`config.mk`:
```
export PLATFORM = sky130hd
export DESIGN_NAME = lpacc_flat
export DESIGN_NICKNAME = d
export VERILOG_FILES = /design/src/rtl/lpacc_if.sv /design/src/rtl/lpacc.sv /design/src/flat_wrapper.sv
export SDC_FILE = /design/constraint.sdc
export NUM_CORES = 1
export LEC_CHECK = 0
export ABC_AREA = 0
export ABC_CLOCK_PERIOD_IN_PS = 8480
export CAP_MARGIN = 25
export CORE_UTILIZATION = 56
export CTS_CLUSTER_SIZE = 14
export DETAILED_ROUTE_END_ITERATION = 10
export PLACE_DENSITY_LB_ADDON = 0.1
export SYNTH_ARGS = -nofsm -noshare
export SYNTH_HDL_FRONTEND = slang
export SYNTH_SLANG_ARGS = --single-unit
```
`constraint.sdc`:
```
create_clock -name clk -period 8.48 [get_ports clk]
set_input_delay 2.12 -clock clk [delete_from_list [all_inputs] [get_ports clk]]
set_output_delay 2.12 -clock clk [all_outputs]
set_load 0.1 [all_outputs]
```
`src/rtl/lpacc_if.sv`:
```
// Beat/result handshake bundle between lpmul, the lpacc accumulator stage and its consumer.
interface lpacc_if;
  logic        in_valid;
  logic        in_ready;
  logic [15:0] in_prod;
  logic        in_sign;
  logic        in_sat;
  logic        in_last;
  logic        out_valid;
  logic        out_ready;
  logic [15:0] out_res;
  logic        out_ovf;

  modport slave (
    input  in_valid, in_prod, in_sign, in_sat, in_last, out_ready,
    output in_ready, out_valid, out_res, out_ovf
  );

  modport master (
    output in_valid, in_prod, in_sign, in_sat, in_last, out_ready,
    input  in_ready, out_valid, out_res, out_ovf
  );
endinterface

```
`src/rtl/lpacc.sv`:
```
// Low-precision accumulator: sums a group of 16-bit products and returns one
// clamped (sat) or truncated (non-sat) 16-bit result per group.
module lpacc #(
  parameter int MAX_BEATS = 16,
  parameter int ACC_W     = 20
) (
  input  logic   clk,
  input  logic   rst,
  lpacc_if.slave bus
);

  typedef enum logic {S_ACC, S_OUT} state_t;

  localparam logic signed [ACC_W-1:0] S_P127   = ACC_W'(127);
  localparam logic signed [ACC_W-1:0] S_N128   = ACC_W'(-128);
  localparam logic signed [ACC_W-1:0] S_P32767 = ACC_W'(32767);
  localparam logic signed [ACC_W-1:0] S_N32768 = ACC_W'(-32768);
  localparam logic        [ACC_W-1:0] U_255    = ACC_W'(255);
  localparam logic        [ACC_W-1:0] U_65535  = ACC_W'(65535);
  localparam logic        [4:0]       CNT_LAST = 5'(MAX_BEATS);

  state_t             state_q, state_d;
  logic [4:0]         cnt_q, cnt_d;
  logic [ACC_W-1:0]   acc_q, acc_d;
  logic               mode_sign_q, mode_sign_d;
  logic               mode_sat_q, mode_sat_d;
  logic [15:0]        res_q, res_d;
  logic               ovf_q, ovf_d;

  logic               accept;
  logic               first;
  logic               sign_eff;
  logic               sat_eff;
  logic               close;
  logic [ACC_W-1:0]   ext;
  logic [ACC_W-1:0]   sum;
  logic signed [ACC_W-1:0] sum_s;
  logic [15:0]        res_c;
  logic               ovf_c;

  // The first beat of a group uses its own mode bits; later beats use the latched ones.
  always_comb begin
    accept   = bus.in_valid && (state_q == S_ACC);
    first    = (cnt_q == '0);
    sign_eff = first ? bus.in_sign : mode_sign_q;
    sat_eff  = first ? bus.in_sat  : mode_sat_q;
    ext      = sign_eff ? {{(ACC_W-16){bus.in_prod[15]}}, bus.in_prod}
                        : {{(ACC_W-16){1'b0}}, bus.in_prod};
    sum      = first ? ext : acc_q + ext;
    sum_s    = $signed(sum);
    close    = accept && (bus.in_last || ((cnt_q + 5'd1) == CNT_LAST));
  end

  always_comb begin
    res_c = sum[15:0];
    ovf_c = 1'b0;
    if (sat_eff && sign_eff) begin
      if (sum_s > S_P127) begin
        res_c = 16'h007F;
        ovf_c = 1'b1;
      end else if (sum_s < S_N128) begin
        res_c = 16'hFF80;
        ovf_c = 1'b1;
      end
    end else if (sat_eff) begin
      if (sum > U_255) begin
        res_c = 16'h00FF;
        ovf_c = 1'b1;
      end
    end else if (sign_eff) begin
      ovf_c = (sum_s > S_P32767) || (sum_s < S_N32768);
    end else begin
      ovf_c = (sum > U_65535);
    end
  end

  always_comb begin
    state_d     = state_q;
    cnt_d       = cnt_q;
    acc_d       = acc_q;
    mode_sign_d = mode_sign_q;
    mode_sat_d  = mode_sat_q;
    res_d       = res_q;
    ovf_d       = ovf_q;
    case (state_q)
      S_ACC: begin
        if (accept) begin
          acc_d = sum;
          cnt_d = cnt_q + 5'd1;
          if (first) begin
            mode_sign_d = bus.in_sign;
            mode_sat_d  = bus.in_sat;
          end
          if (close) begin
            cnt_d   = '0;
            res_d   = res_c;
            ovf_d   = ovf_c;
            state_d = S_OUT;
          end
        end
      end
      S_OUT: begin
        if (bus.out_ready) state_d = S_ACC;
      end
      default: state_d = S_ACC;
    endcase
  end

  always_ff @(posedge clk) begin
    if (rst) begin
      state_q     <= S_ACC;
      cnt_q       <= '0;
      acc_q       <= '0;
      mode_sign_q <= 1'b0;
      mode_sat_q  <= 1'b0;
      res_q       <= '0;
      ovf_q       <= 1'b0;
    end else begin
      state_q     <= state_d;
      cnt_q       <= cnt_d;
      acc_q       <= acc_d;
      mode_sign_q <= mode_sign_d;
      mode_sat_q  <= mode_sat_d;
      res_q       <= res_d;
      ovf_q       <= ovf_d;
    end
  end

  assign bus.in_ready  = (state_q == S_ACC);
  assign bus.out_valid = (state_q == S_OUT);
  assign bus.out_res   = res_q;
  assign bus.out_ovf   = ovf_q;

endmodule

```
`src/flat_wrapper.sv`:
```
// flat-port wrapper written by rule: the top's interface ports become plain ports
module lpacc_flat 
#(
  parameter int MAX_BEATS = 16,
  parameter int ACC_W     = 20
)
  (clk, rst, bus_in_valid, bus_in_prod, bus_in_sign, bus_in_sat, bus_in_last, bus_out_ready, bus_in_ready, bus_out_valid, bus_out_res, bus_out_ovf);
  lpacc_if bus_i ();
  input  logic clk;
  input  logic rst;
  input wire logic [$bits(bus_i.in_valid)-1:0] bus_in_valid;
  input wire logic [$bits(bus_i.in_prod)-1:0] bus_in_prod;
  input wire logic [$bits(bus_i.in_sign)-1:0] bus_in_sign;
  input wire logic [$bits(bus_i.in_sat)-1:0] bus_in_sat;
  input wire logic [$bits(bus_i.in_last)-1:0] bus_in_last;
  input wire logic [$bits(bus_i.out_ready)-1:0] bus_out_ready;
  output wire logic [$bits(bus_i.in_ready)-1:0] bus_in_ready;
  output wire logic [$bits(bus_i.out_valid)-1:0] bus_out_valid;
  output wire logic [$bits(bus_i.out_res)-1:0] bus_out_res;
  output wire logic [$bits(bus_i.out_ovf)-1:0] bus_out_ovf;
  assign bus_i.in_valid = bus_in_valid;
  assign bus_i.in_prod = bus_in_prod;
  assign bus_i.in_sign = bus_in_sign;
  assign bus_i.in_sat = bus_in_sat;
  assign bus_i.in_last = bus_in_last;
  assign bus_i.out_ready = bus_out_ready;
  assign bus_in_ready = bus_i.in_ready;
  assign bus_out_valid = bus_i.out_valid;
  assign bus_out_res = bus_i.out_res;
  assign bus_out_ovf = bus_i.out_ovf;
  lpacc #(.MAX_BEATS(MAX_BEATS), .ACC_W(ACC_W)) u_core (.clk(clk), .rst(rst), .bus(bus_i));
endmodule
```
Yosys cells after proc, flatten, opt, wreduce, memory -nomap -nowiden
Cells that the tools add are included.
Cells by class
  $add $sub $neg: 2
  $lt $le $gt $ge: 6
  equal/unequal tests: 1
  mux-type cells: 20
  bitwise logic cells: 1
  reductions and logical operators: 8
Operator list (number)
  $mux W16: 5
  $gt A20 B16 Y1 const B: 2
  $gt A20 B8 Y1 const B: 2
  $mux W20: 2
  $add A20 B20 Y20: 1
  $lt A20 B16 Y1 const B: 1
  $lt A20 B8 Y1 const B: 1
  $mux W1: 11
  $add A5 B1 Y5 const B: 1
  $eq A5 B5 Y1 const B: 1
  $logic_not A5 Y1: 1
  $mux W5: 1
  $logic_and A1 B1 Y1: 3
  $reduce_and A3 Y1: 1
  $logic_or A1 B1 Y1: 2
  $pmux W1 S2: 1
  $reduce_and A2 Y1: 1
  $not A1 Y1: 1
Word-level totals
  flip-flop bits (word level): 45
  output and inout bits: 19
  logic and storage cells: 45

Longest topological paths before layout
Gate-level depths: netlist of run 1.
  depth in word-level cells: 10
  gate-level depth with buffers: 14

Worst setup path after synthesis of run 1
OpenSTA, ideal clock, no wires.
  path type: input to register
  from: input bus_in_prod[0]
  to: register u_core.res_q[10] (netlist: u_core.bus.out_res[10])
  setup time: 88 ps
  arrival: 5322 ps
  data required time: 8392 ps
  path slack: 3070 ps
  cell stages on the path: 13
  path buffers: 0
  path through: ha_1 > inv_1 > fa_1 > nor2b_1 > o2111ai_1 > a2111o_1 > and3_1 > a211oi_1 > o32ai_1 > a2111oi_4 > nand3_1 > a41o_4 > a311oi_2
On the way
  cells in the longest elaborated chain, start to end: 7
  elaborated cells between the ends (all ways): 11
  classes of those cells: add/sub (1); order compare (3); mux (7)
RTL lines
  start: declaration: line flat_wrapper.sv:12  | input wire logic [$bits(bus_i.in_prod)-1:0] bus_in_prod;
  $mux W20 *: line lpacc.sv:47  | ext = sign_eff ? {{(ACC_W-16){bus.in_prod[15]}}, bus.in_prod}
  $add A20 B20 Y20: line lpacc.sv:49  | sum = first ? ext : acc_q + ext;
  $mux W20 *: line lpacc.sv:49
  $gt A20 B8 Y1 / $lt A20 B8 Y1 (equally long branches): line lpacc.sv:66, lpacc.sv:61
  $mux W16 (on tied branches): line lpacc.sv:66, lpacc.sv:61
  $mux W16 (on tied branches): line lpacc.sv:65, lpacc.sv:58
  $mux W16 *: line lpacc.sv:57  | if (sat_eff && sign_eff) begin
  end signal: assignment: line lpacc.sv:124  | res_q <= res_d;
  end: declaration: line lpacc.sv:27  | logic [15:0] res_q, res_d;
Every way passes the cells marked *; elsewhere a longest branch is shown, timed or not.
A chain may end at the register's enable or synchronous reset.

Final worst setup path of run 1
  from: input bus_in_prod[0]
  to: register u_core.res_q[13] (netlist: u_core.bus.out_res[13])
The elaborated chain is that of the path after synthesis.

==> results of run 1 <==
[power by group through the flow]
stage	registers, mW	clock network (mW)	logic [mW]
after floorplan	0.296	0	0.179
after global placement	0.246	0	0.295
after detailed placement	0.246	0	0.300
after CTS	0.242	0.172	0.301
after global routing	0.244	0.181	0.327
final	0.242	0.171	0.306
[stage by stage]
| step | power (mW) | hold slack, ns | utilization | cell area [sq um] | worst slack, ns |
|---|---|---|---|---|---|
| finish | 0.719 | 0.485 | 0.675 | 4040 | 2.42 |
| floorplan | 0.475 | 0.453 | - | 3500 | 3.07 |
| global route | 0.752 | 0.512 | 0.675 | 4040 | 2.16 |
| detailed placement | 0.546 | 0.473 | 0.656 | 3930 | 2.20 |
| global placement | 0.541 | 0.467 | 0.656 | 3930 | 2.35 |
| CTS | 0.715 | 0.486 | 0.675 | 4040 | 2.47 |
[critical path: stages]
cell and delay (ns):
clkdlybuf4s50_1 0.48, ha_1 0.20, inv_1 0.07, fa_1 0.43, nor2b_1 0.22, o2111ai_1 0.24
a2111o_1 0.50, and3_1 0.23, a211oi_1 0.31, o32ai_1 0.21, a2111oi_4 0.49, nand3_1 0.16
a41o_4 0.37, a311oi_2 0.25
[routing by layer]
layer	wire, um	share of wire	track usage	vias to the layer above
met5	0	0	0	-
met4	214	0.022	0.0946	0
li1	-	-	-	1738
met1	4100	0.42	0.377	1699
met3	704	0.073	0.0506	20
met2	4640	0.48	0.504	164
[state kept, by name, summed over array words and instances (netlist names)]
| signal | cells |
|---|---|
| u_core.bus.out_res | 16 |
| u_core.acc_q | 20 |
| u_core.mode_sat_q | 1 |
| u_core.mode_sign_q | 1 |
| u_core.bus.out_ovf | 1 |
| u_core.cnt_q | 5 |
| u_core.bus.out_valid | 1 |
[final cells by class]
type | count | share of cell area
clock buffers | 6 | 0.0179
clock inverters | 2 | 0.00959
inverters | 15 | 0.0139
multi-input cells | 366 | 0.604
flip-flops and latches | 45 | 0.223
well taps | 75 | 0.0232
repair buffers | 45 | 0.109
[worst max path at each step]
stage / to / cells after the start
6_report: u_core.bus.out_res[13]$_SDFFE_PP0P_ / 14
5_1_grt: u_core.bus.out_res[13]$_SDFFE_PP0P_ / 14
4_1_cts: u_core.bus.out_res[13]$_SDFFE_PP0P_ / 14
3_5_place_dp: u_core.bus.out_res[13]$_SDFFE_PP0P_ / 14
3_3_place_gp: u_core.bus.out_res[10]$_SDFFE_PP0P_ / 14
2_1_floorplan: u_core.bus.out_res[10]$_SDFFE_PP0P_ / 13
[cell usage in the layout, fill, tap and decap left out, types with 8 or more instances in the layout]
cell / count
clkdlybuf4s50_1: 41
a211oi_1: 15
a21oi_1: 42
nand2_1: 30
dfxtp_1: 45
nor3_1: 15
xnor2_1: 8
nor2_1: 68
mux2i_1: 10
nand3_1: 10
o21ai_0: 21
ha_1: 18
inv_1: 15
a31oi_1: 8
[cell families (layout without fill, tap and decap cells)]
logic type / Yosys count / in the layout
muxes: 13 / 13
and+or+nand+nor: 174 / 174
adders and majority gates: 19 / 19
buffers and inverters: 37 / 68
xor gates and xnor gates: 11 / 11
AOI/OAI and AO/OA: 149 / 149
DFF: 45 / 45
==> metrics.txt, run 1 <==
VDD IR-drop max=0.123 mV; drc violations=0; drt initial violations=238; # port buffers=41; Post-Syn Area=3500 sq um; Max Clock Freq=0.165 GHz; vias in the first global route=3063; global route total overflow=0; multi-input logic area=2440 sq um; synth cell count leaders=nor2_1, dfxtp_1, a21oi_1; CTS tree=done; setup bufs post-CTS=0; largest family of logic cells by synthesized area=compound AO/OA/AOI/OAI gates; min Tclk post-route=6.06 ns; Die Y=81.1 um; Synth Area in Compound Gates=0.309; worst hold endpoint=u_core.acc_q[1]$_SDFFE_PP0P_; Chip Width=81.1 um; CTS Buf Count=5; asr flop ratio synth=0; sequential power share=0.336; routed wire length=9.66 mm; placed cell count=546; top post-synthesis cells by area=dfxtp_1, nor2_1, ha_1, a21oi_1, a211oi_1; combinational share of power=0.426; Synth-to-Final Area Change=15.5%; leakage=1.53 nW; count leader, synth=nor2_1; Longest Clk Path Bufs=2; Post-Synth XOR/XNOR Area=0.0275; Slew @ Worst Pin=0.977 ns; number of distinct library cells after synthesis=66; std cell rows=28; total track usage=0.296; reg-to-reg slack, setup=4.35 ns; fin. max-slew vios=0; clk sinks=45; full die area=6570 sq um; crit path kind=in2reg; root buffer cell=clkbuf_8; Seq. cell area=901 sq um; switching power=297 uW; number of synthesized flops with an enable pin=0; CP Launch Point=bus_in_prod[0]; antenna-violating nets left=0; R2R Path End=u_core.bus.out_res[13]$_SDFFE_PP0P_; core area=5990 sq um; DR vias/cell=6.54; hold crit path type=reg2reg; H-tree levels=2; number of inserted diodes=0; Synth area leader=dfxtp_1; Filler cells=513; final-report setup violation count=0; CP Launch Type=input pin; Top FF cell, synth=dfxtp_1; RSZ-0062 raised after global routing=no; routability congestion estimate=0.899; initial antenna violation count=0; Clock Pin Slew Worst Setup and Hold Paths=0.09 ns; Worst EP required=8.70 ns; max_cap viols=0; Final Hold Fails=0; share of Yosys cell area claimed by the top area cell type=0.257; CP endpoint kind=register; post-synth net total=490; outcome=complete, no violations; Sw Ratio=0.414; Initial Utilization=0.585; r2r startpoint=u_core.cnt_q[1]$_SDFFE_PP0P_; post-synthesis adder-cell area fraction=0.0700; Synth Area per Inst=7.82 sq um; global-route wire length before repair=14.9 mm; DR pass1 iterations=4; Avg WL per Cell=17.4 um; R2R cell count=12; hold buffers post-CTS=0; Nets=520; hold path depth=2; num ports=42; share of cells above drive strength 1=0.0772; Clk pwr share=0.238; Internal=421 uW; power per cell area=178 nW/um^2; Max FO, Critical Path=7; relative slew slack=0.346; period utilization=0.715; sequential share of the synthesized area=0.257; mux contribution to synthesized area=0.0425; largest net degree at the start of global routing=43; Yosys Warn Count=0; Yosys reg bits=45; cells after synthesis=448; DR vias=3621; Simple-Gate Fraction of Synth Area=0.248; Worst Skew=0.00824 ns; setup TNS=0 ns; Non-Filler Instances=554; CP Data Arrival Time=6.28 ns; DP Wirelength=6.90 mm; clk_lat worst skew=0.31 ns; hold wc startpoint=u_core.acc_q[1]$_SDFFE_PP0P_; CTS-repair resized insts=0
(Power assumes the default switching activity.)
==> run 2, diff against run 1 <==
--- a/config.mk
+++ b/config.mk
@@ -6,7 +6,7 @@
 export NUM_CORES = 1
 export LEC_CHECK = 0
 export ABC_AREA = 0
-export ABC_CLOCK_PERIOD_IN_PS = 8480
+export ABC_CLOCK_PERIOD_IN_PS = 6000
 export CAP_MARGIN = 25
 export CORE_UTILIZATION = 56
 export CTS_CLUSTER_SIZE = 14
==> constraint.sdc (replaced) <==
create_clock -name clk -period 6 [get_ports clk]
set_input_delay 1.5 -clock clk [delete_from_list [all_inputs] [get_ports clk]]
set_output_delay 1.5 -clock clk [all_outputs]
set_load 0.1 [all_outputs]
==> run 2 against run 1 <==
Compared with the run above: total power increased by 37%; routed wire length fell by 1.9%; utilization about the same; largest power group unchanged.
==> metrics.txt, run 2 (same netlist as run 1, synthesis figures left out) <==
outcome=complete, no violations; # port buffers=41 (unchanged); period utilization=0.897; Nets=522 (+0.38%); Worst EP required=6.23 ns (-2.47 ns); Chip Width=81.1 um (unchanged); Initial Utilization=0.585 (unchanged); Top reg by flops=u_core.acc_q; full die area=6570 sq um (unchanged); routed wire length=9.48 mm (-1.9%); std cell rows=28 (unchanged); Worst path max stage delay=0.50 ns (about the same); combinational share of power=0.441 (+0.015); initial antenna violation count=0 (unchanged); DR pass1 iterations=4 (unchanged); total track usage=0.297 (+0.000736); max reg flops=20 (unchanged); number of inserted diodes=0 (unchanged); R2R cell count=12 (unchanged); drt initial violations=240 (+0.84%); fin. max-slew vios=0 (unchanged); Slowest cell on crit path=a2111o_1; Clk pwr share=0.211 (-0.027); VDD IR-drop max=0.160 mV (+31%); num ports=42 (unchanged); setup bufs post-CTS=0 (unchanged); Final Hold Fails=0 (unchanged); CTS-repair resized insts=0 (unchanged); r2r startpoint=u_core.cnt_q[0]$_SDFFE_PP0P_; Die Y=81.1 um (unchanged); CP Data Arrival Time=5.61 ns (-0.67 ns); drc violations=0 (unchanged); global route total overflow=0 (unchanged); clk sinks=45 (unchanged); CP endpoint kind=register; largest net degree at the start of global routing=43 (unchanged); share of cells above drive strength 1=0.0832 (+0.00592); relative slew slack=0.352 (+0.00537); final instance area=4040 sq um (about the same); sequential power share=0.348 (+0.012); R2R Path End=u_core.bus.out_res[13]$_SDFFE_PP0P_; Slew @ Worst Pin=0.969 ns (-0.00803 ns); Internal=557 uW (+32%); setup TNS=0 ns (unchanged); switching power=425 uW (+43%); Longest Clk Path Bufs=2 (unchanged); CTS Buf Count=5 (unchanged); Worst Skew=0.00787 ns (-0.000369 ns); hold crit path type=reg2reg; dpl ws=0.352 ns (-1.85 ns); Max FO, Critical Path=7 (unchanged); routability congestion estimate=0.909 (+1.1%); Critical Path Sink=u_core.bus.out_res[13]$_SDFFE_PP0P_; vias in the first global route=3153 (+2.9%); post-route setup slack=0.617 ns (-1.80 ns); DP Area=3950 sq um (+0.38%); Max Clock Freq=0.186 GHz; leakage=1.53 nW (about the same); Avg WL per Cell=17.0 um (-2.2%); hold buffers post-CTS=0 (unchanged); Sw Ratio=0.433 (+0.0192); Synth-to-Final Area Change=15.4% (about the same); root buffer cell=clkbuf_8; CP Launch Point=bus_in_prod[0]; antenna-violating nets left=0 (unchanged); power per cell area=243 nW/um^2 (+37%); CTS tree=done; max_cap viols=0 (unchanged); global-route wire length before repair=14.9 mm (+0.23%); commonest cells after routing, fill and taps aside=nor2_1, dfxtp_1, a21oi_1; H-tree levels=2 (unchanged); reg-to-reg slack, setup=1.90 ns (-2.45 ns); Cell Chain, Critical Path=clkdlybuf4s50_1, ha_1, inv_1, fa_1, nor2b_1, o2111ai_1, a2111o_1, and3_1, a211oi_1, o32ai_1, a2111oi_4, nand3_1, a41o_4, a311oi_2; DR vias/cell=6.43 (-1.6%); clk_lat worst skew=0.32 ns (about the same); Clock Pin Slew Worst Setup and Hold Paths=0.10 ns (about the same); DR vias=3576 (-1.2%); final-report setup violation count=0 (unchanged); RSZ-0062 raised after global routing=no; min Tclk post-route=5.38 ns; DP Wirelength=7.01 mm (+1.7%); core area=5990 sq um (unchanged); crit path kind=in2reg; most common cell after layout, fill and taps aside=nor2_1; CP Launch Type=input pin
==> run 2: cell types whose count changed in the layout (fill, tap and decap cells not counted), sizes merged <==
cell,change
inv,+1
clkinvlp,+1
clkbuf,-1
buf,+2
bufinv,-1
==> run 2: cell type report <==
cell class,instances,area (sq um)
clock inverters,3,25.0
well taps,75,93.8
fillers,519,1950
flip-flops and latches,45,901
clock buffers,5,68.8
repair buffers,47,455
multi-input cells,366,2440
inverters,15,56.3
==> run 2: metrics by stage <==
stage               cells  hold WS (ns)  power, mW  utilization
CTS                   556         0.491      0.978        0.675
detailed placement    548         0.466      0.776        0.659
global route          556         0.516       1.03        0.675
global placement      548         0.467      0.768        0.659
floorplan             448         0.453      0.671            -
finish                556         0.490      0.982        0.675
==> run 2: critical path, delay by kind of cell <==
kind	cells	cell delay, ns
AOI/OAI and AO/OA	7	2.32
adders and majority gates	2	0.61
buffers and inverters	2	0.55
and+or+nand+nor	3	0.63
==> run 2: how the worst min path moves through the flow <==
stage / startpoint / cells past startpoint / endpoint
2_1_floorplan: u_core.acc_q[1]$_SDFFE_PP0P_ / 2 / u_core.acc_q[1]$_SDFFE_PP0P_
3_3_place_gp: u_core.bus.out_res[1]$_SDFFE_PP0P_ / 1 / u_core.bus.out_res[1]$_SDFFE_PP0P_
3_5_place_dp: u_core.bus.out_res[0]$_SDFFE_PP0P_ / 1 / u_core.bus.out_res[0]$_SDFFE_PP0P_
4_1_cts: u_core.acc_q[1]$_SDFFE_PP0P_ / 2 / u_core.acc_q[1]$_SDFFE_PP0P_
5_1_grt: u_core.bus.out_res[3]$_SDFFE_PP0P_ / 1 / u_core.bus.out_res[3]$_SDFFE_PP0P_
6_report: u_core.bus.out_res[0]$_SDFFE_PP0P_ / 1 / u_core.bus.out_res[0]$_SDFFE_PP0P_
==> run 2: metal layers <==
| layer | track usage | wire length [um] | up-vias |
|---|---|---|---|
| li1 | - | - | 1745 |
| met1 | 0.364 | 4090 | 1682 |
| met2 | 0.508 | 4480 | 129 |
| met3 | 0.0539 | 604 | 20 |
| met4 | 0.121 | 310 | 0 |
| met5 | 0 | 0 | - |
==> run 2: power groups by stage <==
stage / combinational, mW / clock (mW) / sequential [mW]
after floorplan: 0.253 / 0 / 0.419
after global placement: 0.421 / 0 / 0.347
after detailed placement: 0.427 / 0 / 0.348
after CTS: 0.429 / 0.208 / 0.342
after global routing: 0.466 / 0.221 / 0.345
final: 0.433 / 0.207 / 0.341
